==> config.mk <==
export PLATFORM = sky130hd
export DESIGN_NAME = iiitb_gray_cntr_param
export DESIGN_NICKNAME = d
export VERILOG_FILES = /design/src/rtl/iiitb_gray_cntr_param.sv
export SDC_FILE = /design/constraint.sdc
export NUM_CORES = 1
export LEC_CHECK = 0
export CAP_MARGIN = 20
export CORE_UTILIZATION = 40
export DETAILED_ROUTE_END_ITERATION = 8
export PLACE_DENSITY = 0.76
export SLEW_MARGIN = 20
export SYNTH_ARGS = -nofsm -noshare
export SYNTH_HDL_FRONTEND = slang
export SYNTH_SLANG_ARGS = --single-unit
==> constraint.sdc <==
create_clock -name clk -period 5.3 [get_ports clk]
set_input_delay 1.06 -clock clk [delete_from_list [all_inputs] [get_ports clk]]
set_output_delay 1.06 -clock clk [all_outputs]
set_load 0.05 [all_outputs]
==> src/rtl/iiitb_gray_cntr_param.sv <==
// Parametrised up/down Gray-code counter with registered binary/Gray outputs,
// parallel Gray load and terminal-count flag. Define IIITB_GRAY_SAT_EN for saturating mode.
module iiitb_gray_cntr_param #(
  parameter int WIDTH = 4
) (
  input  logic             clk,
  input  logic             rst,
  input  logic             en,
  input  logic             up_dn,
  input  logic             load,
  input  logic [WIDTH-1:0] load_gray,
  output logic [WIDTH-1:0] bin_value,
  output logic [WIDTH-1:0] gray_count,
  output logic             tc
);

  localparam logic [WIDTH-1:0] ONE     = WIDTH'(1);
  localparam logic [WIDTH-1:0] MAX_VAL = '1;

  logic [WIDTH-1:0] step_bin;
  logic [WIDTH-1:0] next_bin;
  logic [WIDTH-1:0] next_gray;
  logic             next_tc;
  logic             at_limit;

  function automatic logic [WIDTH-1:0] gray_to_bin(input logic [WIDTH-1:0] g);
    logic [WIDTH-1:0] b;
    b[WIDTH-1] = g[WIDTH-1];
    for (int i = WIDTH - 2; i >= 0; i--) begin
      b[i] = b[i+1] ^ g[i];
    end
    return b;
  endfunction

  // at_limit: the requested step would cross the wrap boundary
  always_comb begin
    at_limit  = up_dn ? (bin_value == MAX_VAL) : (bin_value == '0);
    step_bin  = up_dn ? (bin_value + ONE) : (bin_value - ONE);
    next_bin  = bin_value;
    next_gray = gray_count;
    next_tc   = 1'b0;
    if (load) begin
      next_bin  = gray_to_bin(load_gray);
      next_gray = load_gray;
    end else if (en) begin
`ifdef IIITB_GRAY_SAT_EN
      if (at_limit) begin
        next_tc = 1'b1;
      end else begin
        next_bin = step_bin;
      end
`else
      next_bin = step_bin;
      next_tc  = at_limit;
`endif
      // Gray derived from the new binary value so both outputs move together
      next_gray = next_bin ^ (next_bin >> 1);
    end
  end

  always_ff @(posedge clk or negedge rst) begin
    if (!rst) begin
      bin_value  <= '0;
      gray_count <= '0;
      tc         <= 1'b0;
    end else begin
      bin_value  <= next_bin;
      gray_count <= next_gray;
      tc         <= next_tc;
    end
  end

endmodule

==> metrics.yaml, run 1 <==
run_status:
  status: "completed"
logic_synthesis:
  avgSynthCellArea_um2: 8.997
  synth_area_leaders: "dfrtp_1, o21ai_0, xnor2_1"
  synth-simple-area-share_pct: 20.09
  synthXorXnorAreaFrac_pct: 13.69
  synthAdderAreaFrac_pct: 7.947
  synth_compound_area_share_pct: 14.13
  synth_top_cell_by_area: "dfrtp_1"
  yosysSeqAreaShare_pct: 35.32
  netlist_area_um2: 566.8
  synthesis.nets: 75
  yosys_warnings: 0
  syn_inst: 63
  synth_top_area_share_pct: 35.32
  synthTopCellsByCount: "dfrtp_1, nand2_1, o21ai_0"
  synthArstFlopShare_pct: 100.0
  synth_seq_cells: 8
  synth_cell_types: 26
  synth.mux.area_fraction_pct: 3.532
  synth_top_family_by_area: "simple AND/OR/NAND/NOR gates"
  synth_edf_count: 0
  ys.flop_type: "dfrtp_1"
finish:
  multiInputGateArea_um2: 336.6
  fillerInstances: 118
  register_area_um2: 200.2
  antenna_cells: 0
  nets: 94
  drive_above_1_share_pct: 7.500
  instances_no_fill: 95
  area_growth_pct: 34.66
route:
  first_pass_iters: 4
  drt_iter0_markers: 11
  via_per_inst: 5.516
  num_vias: 524
  wl_um: 1174
  drc_errors: 0
  ant_nets: 0
  wl_per_cell_um: 12.36
placement:
  place.port_buffers: 17
  hpwl_um: 904.5
  dp_cells: 92
  pre_cts_slack_ns: 2.187
  place_congestion: 0.7699
clock_network:
  post-cts-setup-buffers: 0
  htree_levels: 1
  cts_buffers: 3
  cts_resized: 0
  cts-hold-fix-buffers: 0
  cts_sinks: 8
  clk_pin_slew_ns: 0.06
  clk_latency_ns: 0.25
  clock_path_buffers: 2
  cts_tree: "built"
  cts_root_buf: "clkbuf_4"
timing:
  fin_ws_ns: 2.445
  finalHoldViolations: 0
  slew_viol_final: 0
  period_minus_slack_ns: 2.855
  setup_violations: 0
  worst_pin_slew_ns: 0.4979
  rsz0062_at_grt: "no"
  setup_tns_ns: 0
  finalClockSkew_ns: 0.006880
  max_freq_ghz: 0.3503
  slew_headroom_pct: 66.70
  min_period_over_period_pct: 53.86
setup_path:
  critPathCaptureType: "flip-flop"
  worstPathArrival_ns: 3.04
  worstSetupPathType: "in2reg"
  critPathMaxFanout: 5
  cp.required_ns: 5.49
  start_kind: "input pin"
global_routing:
  grt-ovfl-total: 0
  grtUsageTotal_pct: 18.39
  grt_pass1_wl_um: 1821
  grt_pass1_vias: 388
  antenna_found_initial: 0
  grt_max_degree: 16
floorplan:
  rows: 13
  core_area_mm2: 0.001318
  initial_core_util_pct: 43.02
  fp.dieH_um: 39.64
  dieArea_mm2: 0.001571
  ios: 18
  die_w_um: 39.64
job:
  drv_cap: 0
power:
  irDropWorstVdd_mv: 0.2163
  total_leakage_power_nw: 0.3236
  power_density_mw_per_mm2: 400.0
worst_hold_path:
  hold_path_class: "reg2reg"
==> worst paths after layout <==
path,slack [ns],to,from,cells after the start
setup / recovery,2.45,bin_value[3],up_dn,7
hold / removal,0.55,gray_count[2],gray_count[2],2
setup reg to reg,3.29,gray_count[2],bin_value[0],6
hold reg to reg,0.55,gray_count[2],gray_count[2],2
max in group asynchronous,3.93,bin_value[2],rst,1
min in group asynchronous,1.09,tc,rst,1
==> through the flow <==
| stage | hold slack, ns | util, % | total power, W | area (um^2) |
|---|---|---|---|---|
| after floorplan | 0.7644 | - | 0.0002110 | 566.8 |
| after global placement | 0.5429 | 56.22 | 0.0002579 | 740.7 |
| after detailed placement | 0.5363 | 56.22 | 0.0002595 | 740.7 |
| after CTS | 0.5550 | 57.93 | 0.0003059 | 763.2 |
| after global routing | 0.5716 | 57.93 | 0.0003270 | 763.2 |
| final | 0.5453 | 57.93 | 0.0003053 | 763.2 |
==> worst max-delay path, stage by stage <==
cell,delay (ns)
clkdlybuf4s50_1,0.53
inv_1,0.12
ha_1,0.37
a21oi_1,0.22
a21oi_1,0.13
or4b_1,0.52
nand3_1,0.10
==> cell families (layout without fill, tap and decap cells) <==
logic type / after synthesis / in the layout
AND/OR/NAND/NOR: 21 / 21
AO/OA/AOI/OAI: 14 / 14
XOR/XNOR: 8 / 8
flip-flops: 8 / 8
buffers and inverters: 7 / 24
adder cells (fa/ha/maj): 3 / 3
multiplexers: 2 / 2
==> layout make-up <==
cell class / instances / area share (%)
Clock buffer: 3 / 2.951
Inverter: 4 / 1.967
Multi-Input combinational cell: 48 / 44.10
Sequential cell: 8 / 26.23
Tap cell: 15 / 2.459
Timing Repair Buffer: 17 / 22.30
==> per-layer routing <==
| layer | wire (um) | vias to the layer above | track usage, % |
|---|---|---|---|
| met5 | 0 | - | 0 |
| met4 | 12 | 0 | 7.759 |
| met3 | 82 | 2 | 5.114 |
| met2 | 517 | 23 | 23.77 |
| met1 | 562 | 243 | 27.53 |
| li1 | - | 256 | - |
==> power breakdown <==
group | internal (W) | switching (W) | leakage [nW] | total (W)
combinational | 0.0000695 | 0.000101 | 0.212 | 0.000170
sequential | 0.0000735 | 0.0000147 | 0.0978 | 0.0000883
clock | 0.0000259 | 0.0000210 | 0.0138 | 0.0000469
total | 0.000169 | 0.000136 | 0.324 | 0.000305
==> placed cells by master, fill, tap and decap left out, drive strengths merged <==
master          n
clkbuf          3
mux2i           2
ha              2
or4             2
nand3           3
o211ai          1
a21oi           3
clkdlybuf4s50  17
xnor2           5
nor3            1
nor2            4
a31oi           1
o2111ai         1
nor3b           1
or4b            1
xor2            3
fa              1
a22oi           1
inv             4
and3            1
dfrtp           8
nand2           8
o21ai           7
==> sequential cells by signal (all words and copies together) (netlist names) <==
signal,count
tc,1
bin_value,4
gray_count,3
Note: power is estimated with default switching activity, not from simulation.
==> run 2: changes to the inputs <==
- clock period: 5.3 -> 2.8 ns (I/O delays scaled with it)
==> metrics.yaml, run 2 (synthesis gave the netlist of run 1 again) <==
worst_hold_path:
  hold_path_class: "reg2reg"
  min-delay-start: "gray_count[2]"
  holdPathEnd: "gray_count[2]"
  worst_hold_path.num_cells: 2  # unchanged
timing:
  rsz0062_at_grt: "no"
  setup_violations: 0  # unchanged
  finalClockSkew_ns: 0.003931  # -0.002949 ns
  slew_headroom_pct: 66.68  # about the same
  finalHoldViolations: 0  # unchanged
  min_period_over_period_pct: 85.00
  worst_pin_slew_ns: 0.4983  # +0.0003318 ns
  setup_tns_ns: 0  # unchanged
  max_freq_ghz: 0.4202
  slew_viol_final: 0  # unchanged
  period_minus_slack_ns: 2.380
  fin_ws_ns: 0.4200  # -2.025 ns
run_status:
  status: "completed"
setup_path:
  crit_buf_inv: 2  # unchanged
  reg2reg_to: "gray_count[2]"
  r2r_start: "bin_value[0]"
  worstPathArrival_ns: 2.56  # -0.48 ns
  crit_cells: 7  # unchanged
  cp.required_ns: 2.98  # -2.51 ns
  critPathCaptureType: "flip-flop"
  path_cells: "clkdlybuf4s50_1 > inv_1 > ha_1 > a21oi_1 > a21oi_1 > or4_1 > nand3_1"
  cp_common_cell: "a21oi_1"
  cpPeakStageDelay_ns: 0.53  # about the same
  r2r_slack_ns: 0.77  # -2.52 ns
  crit_family: "buffers and inverters"
  critPathMaxFanout: 5  # unchanged
  reg2regPathDepth: 6  # unchanged
  start_kind: "input pin"
  crit_slowest_cell: "clkdlybuf4s50_1"
  worstSetupPathType: "in2reg"
clock_network:
  cts_resized: 0  # unchanged
  clk_pin_slew_ns: 0.05  # about the same
  cts_tree: "built"
  cts_buffers: 3  # unchanged
  clk_latency_ns: 0.25  # about the same
  cts_sinks: 8  # unchanged
  post-cts-setup-buffers: 0  # unchanged
  cts-hold-fix-buffers: 0  # unchanged
  htree_levels: 1  # unchanged
  clock_path_buffers: 2  # unchanged
  cts_root_buf: "clkbuf_4"
floorplan:
  fp.dieH_um: 39.64  # unchanged
  die_w_um: 39.64  # unchanged
  dieArea_mm2: 0.001571  # unchanged
  initial_core_util_pct: 43.02  # unchanged
  rows: 13  # unchanged
  core_area_mm2: 0.001318  # unchanged
  ios: 18  # unchanged
finish:
  final_common_cell: "clkdlybuf4s50_1"
  final_cell_mix: "clkdlybuf4s50_1, nand2_1, dfrtp_1, o21ai_0"
  drive_above_1_share_pct: 9.756  # +2.3 points
  fillerInstances: 110  # -6.8%
  antenna_cells: 0  # unchanged
  largest_reg_flops: 4  # unchanged
  top_register: "bin_value"
  reg.largest.list: "bin_value: 4 flops, gray_count: 3 flops, tc: 1 flops"
  nets: 96  # +2.1%
  area_growth_pct: 37.31
  instances_no_fill: 97  # +2.1%
placement:
  place.port_buffers: 17  # unchanged
  place_congestion: 0.7698  # about the same
  hpwl_um: 969.9  # +7.2%
  pre_cts_slack_ns: 0.1632  # -2.024 ns
  dp_cells: 94  # +2.2%
route:
  highest_layer: "met4"
  via_per_inst: 5.309  # -3.7%
  wl_um: 1282  # +9.2%
  wl_met2_um: 558  # +7.9%
  drt_iter0_markers: 10  # -1
  wl_met3_um: 55  # -33%
  ant_nets: 0  # unchanged
  met1Wirelength_um: 655  # +17%
  drc_errors: 0  # unchanged
  num_vias: 515  # -1.7%
  wl_per_cell_um: 13.22  # +6.9%
  first_pass_iters: 4  # unchanged
global_routing:
  antenna_found_initial: 0  # unchanged
  grt-ovfl-total: 0  # unchanged
  grtUsageTotal_pct: 19.46  # +1.1 points
  grt_pass1_vias: 399  # +2.8%
  grt_pass1_wl_um: 1945  # +6.8%
  grt_max_degree: 15  # -1
power:
  power_density_mw_per_mm2: 753.1  # +88%
  total_leakage_power_nw: 0.3332  # +3.0%
  irDropWorstVdd_mv: 0.3744  # +73%
  p_total_w: 0.0005861  # +92%
job:
  drv_cap: 0  # unchanged
==> run 2: changes by cell type in the layout (fill, tap and decap cells not counted), sizes merged <==
cell	change
buf	+2
==> run 2: final cells by class <==
cell class	instances	area, um^2	area share (%)
clock buffer	3	22.52	2.894
inverter	4	15.01	1.929
timing repair buffer	19	185.2	23.79
tap	15	18.77	2.412
multi-input combinational	48	336.6	43.25
sequential	8	200.2	25.72
==> run 2: worst max path at each step <==
stage                            start       endpoint  slack (ns)
after CTS                        up_dn  gray_count[2]        0.43
after global placement           up_dn   bin_value[3]        0.24
after detailed placement         up_dn  gray_count[2]        0.16
after global routing             up_dn  gray_count[2]        0.32
final                            up_dn  gray_count[2]        0.42
after floorplan           bin_value[0]  gray_count[2]        0.64
==> run 2: worst min-delay path, cell delays in order (launching register included) <==
cell and delay, ns:
dfrtp_1 0.36, a22oi_1 0.08, nand3_1 0.09
==> run 2: power by group <==
group | internal [W] | total [W] | switching [W]
clock | 0.0000492 | 0.0000898 | 0.0000406
sequential | 0.000139 | 0.000168 | 0.0000287
combinational | 0.000134 | 0.000329 | 0.000195
==> run 2: layer usage <==
| metal | vias to the layer above | global-route usage, % |
|---|---|---|
| met5 | - | 0 |
| li1 | 258 | - |
| met3 | 2 | 3.409 |
| met4 | 0 | 10.34 |
| met1 | 240 | 29.11 |
| met2 | 15 | 25.41 |
==> run 2: metrics by stage <==
| step | cell area [um^2] | util (%) | hold WS (ns) |
|---|---|---|---|
| finish | 778.2 | 59.07 | 0.5690 |
| global route | 778.2 | 59.07 | 0.5850 |
| CTS | 778.2 | 59.07 | 0.5711 |
| detailed placement | 755.7 | 57.36 | 0.5535 |
| global placement | 755.7 | 57.36 | 0.5514 |
| floorplan | 566.8 | - | 0.2644 |
